## src/rtl/seq_pkg.sv

```systemverilog
// seq_pkg: shared types and instruction field positions
// for the fetch/decode/execute/writeback sequencer.
package seq_pkg;

  typedef enum logic [2:0] {
    S_IDLE   = 3'd0,
    S_FETCH  = 3'd1,
    S_DECODE = 3'd2,
    S_EXEC   = 3'd3,
    S_WB     = 3'd4,
    S_HALT   = 3'd5
  } state_t;

  localparam logic [1:0] GRP_IMM = 2'b00;
  localparam logic [1:0] GRP_REG = 2'b01;
  localparam logic [1:0] GRP_SYS = 2'b10;
  localparam logic [1:0] GRP_LIT = 2'b11;

  localparam logic [2:0] SYS_HALT = 3'b000;

  // group field and system sub-opcode field
  localparam int GRP_HI = 15;
  localparam int GRP_LO = 14;
  localparam int SOP_HI = 13;
  localparam int SOP_LO = 11;

  // classifier sees only the top bits IR[15:11]
  localparam int CLS_W = GRP_HI - SOP_LO + 1;

endpackage

```

## src/rtl/instr_classify.sv

```systemverilog
// instr_classify: sorts the top opcode bits of an
// instruction into execute / halt / illegal.
module instr_classify
  import seq_pkg::*;
(
  input  logic [CLS_W-1:0] op,
  output logic             is_exec,
  output logic             is_halt,
  output logic             is_illegal
);

  logic [1:0] grp;
  logic [2:0] sop;

  assign grp = op[GRP_HI-SOP_LO:GRP_LO-SOP_LO];
  assign sop = op[SOP_HI-SOP_LO:0];

  // one-hot classification of the opcode group
  always_comb begin
    is_exec    = 1'b0;
    is_halt    = 1'b0;
    is_illegal = 1'b0;
    unique case (grp)
      GRP_IMM,
      GRP_REG,
      GRP_LIT: is_exec = 1'b1;
      GRP_SYS: begin
        if (sop == SYS_HALT)
          is_halt = 1'b1;
        else
          is_illegal = 1'b1;
      end
      default: is_exec = 1'b0;
    endcase
  end

endmodule

```

## src/rtl/instr_sequencer.sv

```systemverilog
// instr_sequencer: multi-cycle sequencer owning PC and IR,
// handshaking with instruction memory ahead of the control unit.
module instr_sequencer
  import seq_pkg::*;
#(
  parameter int              PC_W     = 16,
  parameter logic [PC_W-1:0] RESET_PC = '0,
  parameter int              CNT_W    = 16
) (
  input  logic             CLK,
  input  logic             RST,
  input  logic             run,
  output logic             imem_req,
  output logic [PC_W-1:0]  imem_addr,
  input  logic             imem_ack,
  input  logic [15:0]      imem_data,
  output logic [15:0]      IR,
  output logic             ir_valid,
  output logic             ex_en,
  input  logic             stall,
  output logic             wb_en,
  output logic [PC_W-1:0]  pc,
  output logic             halted,
  output logic             illegal,
  output logic [CNT_W-1:0] retired_cnt
);

  localparam logic [PC_W-1:0]  PC_ONE  = 1;
  localparam logic [CNT_W-1:0] CNT_ONE = 1;

  state_t            state;
  logic [PC_W-1:0]   pc_q;
  logic [15:0]       ir_q;
  logic [CNT_W-1:0]  cnt_q;
  logic [CLS_W-1:0]  cls_op;
  logic              c_exec;
  logic              c_halt;
  logic              c_illegal;

  // In FETCH classify the incoming word so the illegal
  // pulse can be registered on entry to DECODE; else
  // classify the held IR for the DECODE branch.
  assign cls_op = (state == S_FETCH)
                ? imem_data[GRP_HI:SOP_LO]
                : ir_q[GRP_HI:SOP_LO];

  instr_classify u_cls (
    .op         (cls_op),
    .is_exec    (c_exec),
    .is_halt    (c_halt),
    .is_illegal (c_illegal)
  );

  assign imem_addr   = pc_q;
  assign pc          = pc_q;
  assign IR          = ir_q;
  assign retired_cnt = cnt_q;

  // sequencer FSM with registered strobes
  always_ff @(posedge CLK) begin
    if (RST) begin
      state    <= S_IDLE;
      pc_q     <= RESET_PC;
      ir_q     <= '0;
      cnt_q    <= '0;
      imem_req <= 1'b0;
      ir_valid <= 1'b0;
      ex_en    <= 1'b0;
      wb_en    <= 1'b0;
      illegal  <= 1'b0;
      halted   <= 1'b0;
    end else begin
      wb_en   <= 1'b0;
      illegal <= 1'b0;
      unique case (state)
        S_IDLE: begin
          if (run) begin
            state    <= S_FETCH;
            imem_req <= 1'b1;
          end
        end
        S_FETCH: begin
          if (imem_ack) begin
            state    <= S_DECODE;
            ir_q     <= imem_data;
            pc_q     <= pc_q + PC_ONE;
            imem_req <= 1'b0;
            ir_valid <= 1'b1;
            illegal  <= c_illegal;
          end
        end
        S_DECODE: begin
          unique case (1'b1)
            c_exec: begin
              state <= S_EXEC;
              ex_en <= 1'b1;
            end
            c_halt: begin
              state    <= S_HALT;
              ir_valid <= 1'b0;
              halted   <= 1'b1;
            end
            c_illegal: begin
              ir_valid <= 1'b0;
              if (run) begin
                state    <= S_FETCH;
                imem_req <= 1'b1;
              end else begin
                state <= S_IDLE;
              end
            end
            default: begin
              state    <= S_IDLE;
              ir_valid <= 1'b0;
            end
          endcase
        end
        S_EXEC: begin
          if (!stall) begin
            state <= S_WB;
            ex_en <= 1'b0;
            wb_en <= 1'b1;
          end
        end
        S_WB: begin
          ir_valid <= 1'b0;
          cnt_q    <= cnt_q + CNT_ONE;
          if (run) begin
            state    <= S_FETCH;
            imem_req <= 1'b1;
          end else begin
            state <= S_IDLE;
          end
        end
        S_HALT: begin
          halted <= 1'b1;
        end
        default: begin
          state    <= S_IDLE;
          imem_req <= 1'b0;
          ir_valid <= 1'b0;
          ex_en    <= 1'b0;
        end
      endcase
    end
  end

endmodule

```

## config.mk

```make
export PLATFORM = sky130hd
export DESIGN_NAME = instr_sequencer
export DESIGN_NICKNAME = d
export VERILOG_FILES = /design/src/rtl/seq_pkg.sv /design/src/rtl/instr_classify.sv /design/src/rtl/instr_sequencer.sv
export SDC_FILE = /design/constraint.sdc
export NUM_CORES = 1
export LEC_CHECK = 0
export ABC_AREA = 1
export CAP_MARGIN = 5
export CORE_MARGIN = 4
export CORE_UTILIZATION = 45
export CTS_CLUSTER_SIZE = 12
export DETAILED_ROUTE_END_ITERATION = 8
export PLACE_DENSITY = 0.78
export SKIP_LAST_GASP = 1
export SLEW_MARGIN = 25
export SYNTH_ARGS = -nofsm -noshare
export SYNTH_HDL_FRONTEND = slang
export SYNTH_SLANG_ARGS = --single-unit
```

## constraint.sdc

```tcl
create_clock -name CLK -period 1.9 [get_ports CLK]
set_input_delay 0.19 -clock CLK [delete_from_list [all_inputs] [get_ports CLK]]
set_output_delay 0.19 -clock CLK [all_outputs]
set_load 0.05 [all_outputs]
```

==> results.sh <==
export IMPL_seq_area_frac_synth_pct=42.9
export IMPL_crit_buf_inv=1
export IMPL_hold_class="in2reg"
export IMPL_comb_power_share_pct=34.4
export IMPL_critPathLaunchType="flip-flop"
export IMPL_crit_chain="clkdlybuf4s50_1"
export IMPL_synth_top_cell_area_share_pct=42.9
export IMPL_coreArea_um2=5610
export IMPL_max_clock_freq_ghz=0.549
export IMPL_cts_setup_buffers=0
export IMPL_slowest_delay_ns=0.85
export IMPL_antenna_cells=0
export IMPL_drc=0
export IMPL_fin_nets=470
export IMPL_p_clk_share_pct=28.5
export IMPL_ys_warn_count=0
export IMPL_ctsResizeCount=0
export IMPL_ir_worst_vdd_v=0.000749
export IMPL_synthAdderAreaFrac_pct=0.941
export IMPL_grt_pass1_wl_um=11300
export IMPL_cts_sinks=57
export IMPL_fin_setup_tns_ns=0
export IMPL_tightest_slew_ns=0.517
export IMPL_setup_viol=0
export IMPL_hpwl_um=4900
export IMPL_final_area_um2=3720
export IMPL_postCtsHoldBufs=0
export IMPL_syn_num_nets=390
export IMPL_port_buffers=90
export IMPL_slew_viol_final=0
export IMPL_r2r_start="retired_cnt[0]"
export IMPL_cap_violations=0
export IMPL_die_h_um=84.9
export IMPL_async_reset_ff_share_pct=0
export IMPL_start_util_pct=47.4
export IMPL_synth_common_cells="nor2_1, dfxtp_1, nand2_1, inv_1, o21ai_0"
export IMPL_avgViaCountPerCell=4.96
export IMPL_die_area_um2=7210
export IMPL_postRouteAntennaNets=0
export IMPL_htree_levels=3
export IMPL_synth_top_family_by_area="simple AND/OR/NAND/NOR gates"
export IMPL_cts_root_buf="clkbuf_8"
export IMPL_io_pins=91
export IMPL_synth_area_leader_cell="dfxtp_1"
export IMPL_power_switching_uw=1480
export IMPL_grt_max_degree=26
export IMPL_placed_area_um2=3540
export IMPL_swShare_pct=38.1
export IMPL_synth_ff_type="dfxtp_1"
export IMPL_critPathLaunch="imem_addr[2]"
export IMPL_drive_gt1_share_pct=7.30
export IMPL_grt_usage_pct=19.0
export IMPL_synth_seq_cells=57
export IMPL_relSlewSlack_pct=65.4
export IMPL_numCtsBuffers=9
export IMPL_dpl_worst_slack_ns=0.121
export IMPL_routed_via_count=2599
export IMPL_clock_path_buffers=2
export IMPL_clk_latency_ns=0.34
export IMPL_p_leak_uw=0.00142
export IMPL_wl_per_cell_um=12.7
export IMPL_drt_first_pass_iters=4
export IMPL_cts_tree="built"
export IMPL_yosys_area_share_simple_pct=28.5
export IMPL_p_per_area_nw_per_um2=1040
export IMPL_rows=27
export IMPL_antenna_found_initial=0
export IMPL_synth_xor_area_share_pct=1.32
export IMPL_synth_most_common_cell="nor2_1"
export IMPL_post_route_period_util_pct=95.9
export IMPL_criticalPathCategory="reg2out"
export IMPL_cts_clk_slew_worst_paths_ns=0.06
export IMPL_internal_power_uw=2410
export IMPL_cp_top_family="buffers and inverters"
export IMPL_critPathSlowestCell="clkdlybuf4s50_1"
export IMPL_required_ns=1.71
export IMPL_pwr_share_seq_pct=37.1
export IMPL_rsz0062_at_grt="false"
export IMPL_end_kind="output pin"
export IMPL_muxShareOfSynthArea_pct=0
export IMPL_yosysUniqueCellTypes=30
export IMPL_drt_iter0_drc=117
export IMPL_fin_crit_ns=1.82
export IMPL_synth_edf_count=0
export IMPL_outcome="finished, final reports clean"
export IMPL_hold_violations=0
export IMPL_synth_compound_area_share_pct=14.4
export IMPL_cp_arrival_ns=1.63
export IMPL_grt_pass1_vias=2500
export IMPL_setup_ws_ns=0.0779
export IMPL_routed_wl_um=6640
export IMPL_path_max_fanout=7
export IMPL_die_w_um=84.9
export IMPL_netlist_instances=367
export IMPL_synth_area_um2=2660
export IMPL_grt_remaining_overflow=0
export IMPL_avgSynthCellArea_um2=7.25
export IMPL_syn_to_final_growth_pct=40.0
export IMPL_hold_path_startpoint="imem_data[13]"
export IMPL_clock_skew_ns=0.00741
export IMPL_gp_congestion=0.853
export IMPL_synthTopCellsByArea="dfxtp_1, nor2_1, nand2_1"
## flip-flops by register name, summed over array words and instances, names as in the netlist
register and cells:
ir_valid 1, imem_req 1, wb_en 1, retired_cnt 16, ex_en 1, imem_addr 16, IR 16, state 3
illegal 1, halted 1
## final timing paths
kind,to,slack (ns),cells past startpoint
max,imem_addr[2],0.08,1
min,IR[13],0.42,3
max reg2reg,retired_cnt[14],0.29,8
min reg2reg,imem_req,0.45,2
## routing by layer
metal	vias up	GRT usage [%]	part of all wire, %
met1	1182	23.5	44
li1	1329	-	-
met2	82	31.5	47
met4	0	8.63	1.2
met5	-	0	0
met3	6	3.98	7.3
## kinds of logic after synthesis
group	after synthesis
simple gates	164
fa+ha+maj	2
compound gates	73
xor+xnor	4
flops	57
buf+inv	67
## cell type report
type | instances | area, um^2
clock buffer | 13 | 149
clock inverter | 3 | 40.0
fill | 513 | 1880
inverter | 41 | 154
multi-input combinational | 243 | 1200
sequential | 57 | 1140
tap | 72 | 90.1
timing repair buffer | 95 | 951
## cell usage in the layout (no fill, tap or decap), drive strengths merged
cell type      count
clkdlybuf4s50     90
nor2              73
dfxtp             57
nand2             54
inv               41
o21ai             37
a21oi             29
nand3             20
clkbuf            13
nor3              11
buf                5
xor2               3
nand4              3
a31oi              2
o211ai             2
ha                 2
clkinv             2
o21ba              1
nand3b             1
nor3b              1
o21bai             1
o21a               1
xnor2              1
and3               1
bufinv             1
## stage by stage
stage / cells / hold WS, ns / utilization [%] / power, uW
after floorplan: 367 / 0.268 / - / 2390
after global placement: 508 / 0.439 / 63.1 / 2800
after detailed placement: 508 / 0.446 / 63.1 / 2800
after CTS: 524 / 0.414 / 66.4 / 3900
after global routing: 524 / 0.452 / 66.4 / 4080
final: 524 / 0.416 / 66.4 / 3880
## power by group through the flow
stage	clock (uW)	combinational (uW)	sequential (uW)
2_1_floorplan	0	541	1850
3_3_place_gp	0	1330	1460
3_5_place_dp	0	1330	1460
4_1_cts	1120	1340	1440
5_1_grt	1180	1440	1460
6_report	1110	1340	1440
Note: power is estimated with default switching activity, not from simulation.
